$ cat src/rtl/lbist_if.sv
// lbist_if: control/observe bundle between the LBIST sequencer and the mid section.
interface lbist_if #(
  parameter int OUT_BITS = 2,
  parameter int FW = 8
);
  logic                start;
  logic [OUT_BITS-1:0] CUT_OP;
  logic [OUT_BITS-1:0] FF_OP;
  logic                PAT_RST;
  logic                PAT_STEP;
  logic                FIL_INC;
  logic                busy;
  logic                done;
  logic [FW-1:0]       FAULT_IDX;
  logic                DET_VALID;
  logic                DET_FLAG;
  logic [FW-1:0]       DET_CNT;
  modport master (
    input  start, CUT_OP, FF_OP,
    output PAT_RST, PAT_STEP, FIL_INC, busy, done, FAULT_IDX, DET_VALID, DET_FLAG, DET_CNT
  );
  modport slave (
    output start, CUT_OP, FF_OP,
    input  PAT_RST, PAT_STEP, FIL_INC, busy, done, FAULT_IDX, DET_VALID, DET_FLAG, DET_CNT
  );
endinterface

$ cat src/rtl/lbist_ctrl.sv
// lbist_ctrl: walks every injectable fault, applies patterns until first mismatch and counts detections.
module lbist_ctrl #(
  parameter int OUT_BITS = 2,
  parameter int NUM_FAULTS = 22,
  parameter int PAT_PER_FAULT = 32,
  parameter int FW = 8,
  parameter int PW = 6
) (
  input logic     clk,
  input logic     rst,
  lbist_if.master bus
);
  typedef enum logic [2:0] {IDLE, SEED, APPLY, RECORD, NEXT, SETTLE, DONE} state_t;
  state_t state;
  logic [PW-1:0] cnt;
  logic [OUT_BITS-1:0] diff;
  logic det, mis, last;
  assign diff = bus.CUT_OP ^ bus.FF_OP;
  assign mis = |diff;
  assign last = cnt == PW'(PAT_PER_FAULT - 1);
  always_ff @(posedge clk or posedge rst)
    if (rst) begin
      state         <= IDLE;
      cnt           <= '0;
      det           <= 1'b0;
      bus.PAT_RST   <= 1'b0;
      bus.PAT_STEP  <= 1'b0;
      bus.FIL_INC   <= 1'b0;
      bus.busy      <= 1'b0;
      bus.done      <= 1'b0;
      bus.FAULT_IDX <= '0;
      bus.DET_VALID <= 1'b0;
      bus.DET_FLAG  <= 1'b0;
      bus.DET_CNT   <= '0;
    end else begin
      case (state)
        IDLE, DONE: if (bus.start) begin
          state         <= SEED;
          bus.PAT_RST   <= 1'b1;
          bus.busy      <= 1'b1;
          bus.done      <= 1'b0;
          bus.FAULT_IDX <= '0;
          bus.DET_CNT   <= '0;
        end
        SEED: begin
          state        <= APPLY;
          cnt          <= '0;
          bus.PAT_RST  <= 1'b0;
          bus.PAT_STEP <= 1'b1;
        end
        // first mismatch drops the fault; the last pattern still gets compared
        APPLY: begin
          cnt <= cnt + 1'b1;
          if (mis || last) begin
            state         <= RECORD;
            det           <= mis;
            bus.PAT_STEP  <= 1'b0;
            bus.DET_VALID <= 1'b1;
            bus.DET_FLAG  <= mis;
          end
        end
        RECORD: begin
          state         <= NEXT;
          bus.DET_VALID <= 1'b0;
          bus.DET_FLAG  <= 1'b0;
          bus.FIL_INC   <= 1'b1;
          bus.DET_CNT   <= bus.DET_CNT + FW'(det && !(&bus.DET_CNT));
        end
        NEXT: begin
          det         <= 1'b0;
          bus.FIL_INC <= 1'b0;
          if (bus.FAULT_IDX == FW'(NUM_FAULTS - 1)) begin
            state    <= DONE;
            bus.busy <= 1'b0;
            bus.done <= 1'b1;
          end else begin
            state         <= SETTLE;
            bus.FAULT_IDX <= bus.FAULT_IDX + 1'b1;
          end
        end
        SETTLE: begin
          state       <= SEED;
          bus.PAT_RST <= 1'b1;
        end
        default: state <= IDLE;
      endcase
    end
endmodule
$ cat src/flat_wrapper.sv
// flat-port wrapper written by rule: the top's interface ports become plain ports
module lbist_ctrl_flat 
#(
  parameter int OUT_BITS = 2,
  parameter int NUM_FAULTS = 22,
  parameter int PAT_PER_FAULT = 32,
  parameter int FW = 8,
  parameter int PW = 6
)
  (clk, rst, bus_start, bus_CUT_OP, bus_FF_OP, bus_PAT_RST, bus_PAT_STEP, bus_FIL_INC, bus_busy, bus_done, bus_FAULT_IDX, bus_DET_VALID, bus_DET_FLAG, bus_DET_CNT);
  lbist_if #(.OUT_BITS(OUT_BITS), .FW(FW)) bus_i ();
  input logic clk;
  input logic rst;
  input wire logic [$bits(bus_i.start)-1:0] bus_start;
  input wire logic [$bits(bus_i.CUT_OP)-1:0] bus_CUT_OP;
  input wire logic [$bits(bus_i.FF_OP)-1:0] bus_FF_OP;
  output wire logic [$bits(bus_i.PAT_RST)-1:0] bus_PAT_RST;
  output wire logic [$bits(bus_i.PAT_STEP)-1:0] bus_PAT_STEP;
  output wire logic [$bits(bus_i.FIL_INC)-1:0] bus_FIL_INC;
  output wire logic [$bits(bus_i.busy)-1:0] bus_busy;
  output wire logic [$bits(bus_i.done)-1:0] bus_done;
  output wire logic [$bits(bus_i.FAULT_IDX)-1:0] bus_FAULT_IDX;
  output wire logic [$bits(bus_i.DET_VALID)-1:0] bus_DET_VALID;
  output wire logic [$bits(bus_i.DET_FLAG)-1:0] bus_DET_FLAG;
  output wire logic [$bits(bus_i.DET_CNT)-1:0] bus_DET_CNT;
  assign bus_i.start = bus_start;
  assign bus_i.CUT_OP = bus_CUT_OP;
  assign bus_i.FF_OP = bus_FF_OP;
  assign bus_PAT_RST = bus_i.PAT_RST;
  assign bus_PAT_STEP = bus_i.PAT_STEP;
  assign bus_FIL_INC = bus_i.FIL_INC;
  assign bus_busy = bus_i.busy;
  assign bus_done = bus_i.done;
  assign bus_FAULT_IDX = bus_i.FAULT_IDX;
  assign bus_DET_VALID = bus_i.DET_VALID;
  assign bus_DET_FLAG = bus_i.DET_FLAG;
  assign bus_DET_CNT = bus_i.DET_CNT;
  lbist_ctrl #(.OUT_BITS(OUT_BITS), .NUM_FAULTS(NUM_FAULTS), .PAT_PER_FAULT(PAT_PER_FAULT), .FW(FW), .PW(PW)) u_core (.clk(clk), .rst(rst), .bus(bus_i));
endmodule
$ cat config.mk
export PLATFORM = sky130hd
export DESIGN_NAME = lbist_ctrl_flat
export DESIGN_NICKNAME = d
export VERILOG_FILES = /design/src/rtl/lbist_if.sv /design/src/rtl/lbist_ctrl.sv /design/src/flat_wrapper.sv
export SDC_FILE = /design/constraint.sdc
export NUM_CORES = 1
export LEC_CHECK = 0
export BUFFER_PORTS_ARGS = -buffer_cell sky130_fd_sc_hd__buf_2
export CAP_MARGIN = 20
export CELL_PAD_IN_SITES_DETAIL_PLACEMENT = 1
export CELL_PAD_IN_SITES_GLOBAL_PLACEMENT = 1
export CORE_ASPECT_RATIO = 1.5
export CORE_MARGIN = 2
export CORE_UTILIZATION = 25
export CTS_BUF_LIST = sky130_fd_sc_hd__clkbuf_8
export DETAILED_ROUTE_END_ITERATION = 8
export PLACE_DENSITY = 0.55
export SKIP_CTS_REPAIR_TIMING = 1
export SLEW_MARGIN = 30
export SYNTH_ARGS = -nofsm -noshare
export SYNTH_HDL_FRONTEND = slang
export SYNTH_SLANG_ARGS = --single-unit
$ cat constraint.sdc
create_clock -name clk -period 3 [get_ports clk]
set_clock_uncertainty 0.1 [all_clocks]
set_input_delay 0 -clock clk [delete_from_list [all_inputs] [get_ports clk]]
set_output_delay 0 -clock clk [all_outputs]
set_load 0.05 [all_outputs]
==> results.txt <==
The share of post-route cells with drive strength above 1 came out at between 15 and 20%. The cell at the root of the clock tree is clkbuf_8. The area of the core region came out at 7130 µm².

During synthesis, Yosys emitted a total of 0 warnings. Entering global routing, the biggest net connects 34 pins. The total number of placement rows came out at 38. The required time of the worst setup path came out at 3.11 ns. The initial antenna violation count is 0. Sequential cells account for between 30% and 40% of the total power.

Counting flops and latches in the post-synthesis netlist gives 33. The part of the total power dissipated in combinational logic is approximately 45%. Among all cell types in the netlist, the one instantiated most often is dfrtp_1. The kind of cell with the highest combined delay along the critical path is simple AND/OR/NAND/NOR gates. The worst min-delay path category is input pin to register. Across the run, the number of max-cap violations was 0. The largest buffer count on any clock path came out at 2. STA classifies the critical path endpoint as a register.

The share of synthesized flip-flops with an asynchronous set or reset is 100%. Of all nets on the critical path, the largest fanout is 21. The total number of H-tree levels came out at 2. The floorplan die width is approximately 74 µm. By count the netlist is led by dfrtp_1 (33), nand2_1 (22), o21ai_0 (21), a21oi_1 (10), nor2_1 (10). The worst setup path is launched from a register. The total count of max-transition violations in the final report came out at 0. The number of primary I/O pins came out at 30. The TritonCTS buffer count is 5.

The power per standard cell area came out at 908 nW/µm². The final net count is around 230. TritonCTS built the clock tree. The first-pass GRT wire length came out at between 7 and 8 mm.

The final clock period utilization by the worst path came out at about 69%. Global routing used 12.5% of the available tracks. The starting DRC count in detailed routing came out at 47. After detailed routing, the number of remaining DRC violations is 0.

By startpoint and endpoint, the worst setup path is classified as register to register. The final HPWL from detailed placement came out at between 3 and 4 mm. The overall die height is 108 µm.

For this design the static power due to leakage is 0.929 nW. In the routed layout, each cell is associated on average with a via count of between 5 and 6. The total die area came out at 7960 µm². The final route contains 1,552 vias. Among all flip-flop cells after synthesis, the most frequent one is dfrtp_1. The critical path contains buffers and inverters numbering 0 combined.

The flow ran to the end, and the final reports show no timing, DRC or antenna violations. Dividing the detail-routed wire length by the instance count gives 15.5 µm. The growth of design area from synthesis to finish is 15.5%.

The net switching power of the design came out at between 0.9 and 1 mW. The cell-internal power is about 0.99 mW. The clock sink count came out at 33. In this run, synthesis inferred 0 flip-flops with an integrated enable. Sorting the synthesized cells by area gives the leading types as dfrtp_1 (46%), o21ai_0 (5.8%), nand2_1 (4.6%). The initial core utilization is ~25%. The clock latency reported for the late side of the worst-skew pair is approximately 0.28 ns. The highest clock frequency the design can meet is approximately 0.48 GHz. The number of hold violations in the final report is 0. The proportion of total power due to net switching came out at 48.1%. The final global-route overflow total is 0.

The synthesized net count is between 200 and 250. The count of cell types in the netlist came out at 49. The number of global-route vias before repair is 1,582. The number of detailed-routing iterations run before antenna repair came out at 4. The total wirelength of the detailed-routed design is 4.63 mm. The number of instances in the synthesized netlist is 190. The part of the Yosys area used for sequential elements is between 40% and 50%. The relative contribution of the clock network to total power came out at approximately 16%.

The share of the synthesized area in the top cell type came out at 45.6%. Walking the worst path, the cells encountered are nand3b_1 > or3_1 > a21oi_1. The clock-pin slew on the worst setup and hold paths came out at 0.07 ns. The final-layout setup total negative slack is 0 ns. The total power draw is ~1.9 mW.

The peak supply drop came out at around 0.37 mV. The worst slew slack as a fraction of its limit is roughly 58%. Buffers placed on the I/O ports in this run total 29.

The mapped cell area is around 1800 µm². At the worst endpoint, the arrival time is roughly 2.2 ns. The remaining antenna violation count is 0. The mean instance size in the synthesized netlist is ~9.5 µm². For the finished layout, the period the worst path requires is 2.06 ns. At the end of routability-driven placement, the weighted congestion stood at approximately 0.73.

The maximum cell stage delay along the critical path is roughly 0.75 ns. The synthesized design spends more area on one cell type than any other, namely dfrtp_1. For the pin with the worst max-slew slack, the measured transition is between 0.6 and 0.7 ns. The worst-path cell with the longest stage delay is dfrtp_1. Setup violations remaining at the end of the flow were counted as 0. Setup repair after global routing left no endpoint under its margin. The repair_antennas step left the layout with diodes totalling 0.
-- final timing paths --
| path | start | end | slack (ns) | depth (start not counted) |
|---|---|---|---|---|
| setup / recovery | u_core.state[1] | u_core.bus.DET_CNT[3] | 0.94 | 3 |
| hold / removal | bus_start | u_core.state[2] | 0.008 | 4 |
| setup reg to reg | u_core.state[1] | u_core.bus.DET_CNT[3] | 0.94 | 3 |
| hold reg to reg | u_core.bus.DET_VALID | u_core.bus.DET_VALID | 0.38 | 2 |
| max in group asynchronous | rst | u_core.cnt[0] | 2.21 | 4 |
| min in group asynchronous | rst | u_core.bus.FIL_INC | 0.27 | 4 |
-- state kept, by name, indices dropped and copies added (netlist names), 3 cells and up --
register              cells
u_core.state              3
u_core.bus.FAULT_IDX      8
u_core.cnt                6
u_core.bus.DET_CNT        8
-- layout make-up --
class	instances	area (µm²)
Multi-Input combinational cell	142	905
Clock inverter	1	5.00
Inverter	5	18.8
Fill cell	852	5040
Clock buffer	5	68.8
Sequential cell	33	826
Timing Repair Buffer	32	170
Tap cell	80	100
-- metrics by stage --
| stage | worst slack (ns) | hold WS [ns] | area [µm²] | instances | utilization [%] |
|---|---|---|---|---|---|
| finish | 0.936 | 0.00767 | 2090 | 298 | 29.4 |
| floorplan | 0.985 | 0.0289 | 1810 | 190 | - |
| detailed placement | 0.896 | 0.0328 | 2010 | 291 | 28.2 |
| global placement | 0.948 | 0.0270 | 2010 | 291 | 28.2 |
| CTS | 0.891 | -0.277 | 2080 | 297 | 29.2 |
| global route | 0.713 | 0.0337 | 2090 | 298 | 29.4 |
-- power groups by stage --
| stage | Combinational [mW] | Clock [mW] | Sequential [mW] |
|---|---|---|---|
| 2_1_floorplan | 0.543 | 0 | 0.877 |
| 4_1_cts | 0.874 | 0.327 | 0.740 |
| 5_1_grt | 0.948 | 0.345 | 0.767 |
| 3_3_place_gp | 0.862 | 0 | 0.743 |
| 3_5_place_dp | 0.869 | 0 | 0.749 |
| 6_report | 0.858 | 0.309 | 0.733 |
-- kinds of logic (layout without fill, tap and decap cells) --
kind of cell             count (synthesis)  count (layout)  share of synthesized area [%]
adder cells (fa/ha/maj)                  6               6                           4.01
AND/OR/NAND/NOR                         73              73                           22.3
multiplexers                             3               3                           1.66
buffers and inverters                   15              43                           4.49
XOR/XNOR                                 7               7                           3.38
flip-flops                              33              33                           45.6
AO/OA/AOI/OAI                           53              53                           18.6
-- worst register-to-register path: stages, from the launching register on --
cell      delay [ns]
dfrtp_1         0.75
nand3b_1        0.51
or3_1           0.49
a21oi_1         0.14
-- per-layer routing --
metal  vias to the layer above  wire length, µm  global-route usage, %
met5                         -                0                      0
li1                        757                -                      -
met4                         0               62                   4.29
met3                         5              110                   2.33
met2                        18             2570                   22.8
met1                       772             1890                   14.4
-- cell usage in the layout (no fill, tap or decap), drive strengths merged, types with 2 or more instances in the layout --
cell	count
or3	3
clkbuf	5
nand2	22
nand4	8
o311ai	2
nor2	10
nand3b	3
dfrtp	33
o211ai	4
ha	5
and2b	2
nand3	8
xnor2	6
inv	5
buf	31
nor4	3
a21o	2
mux2i	3
nand2b	2
o21ai	22
a21oi	10
nor3	4
a22oi	2
o31ai	3
(Power assumes the default switching activity.)
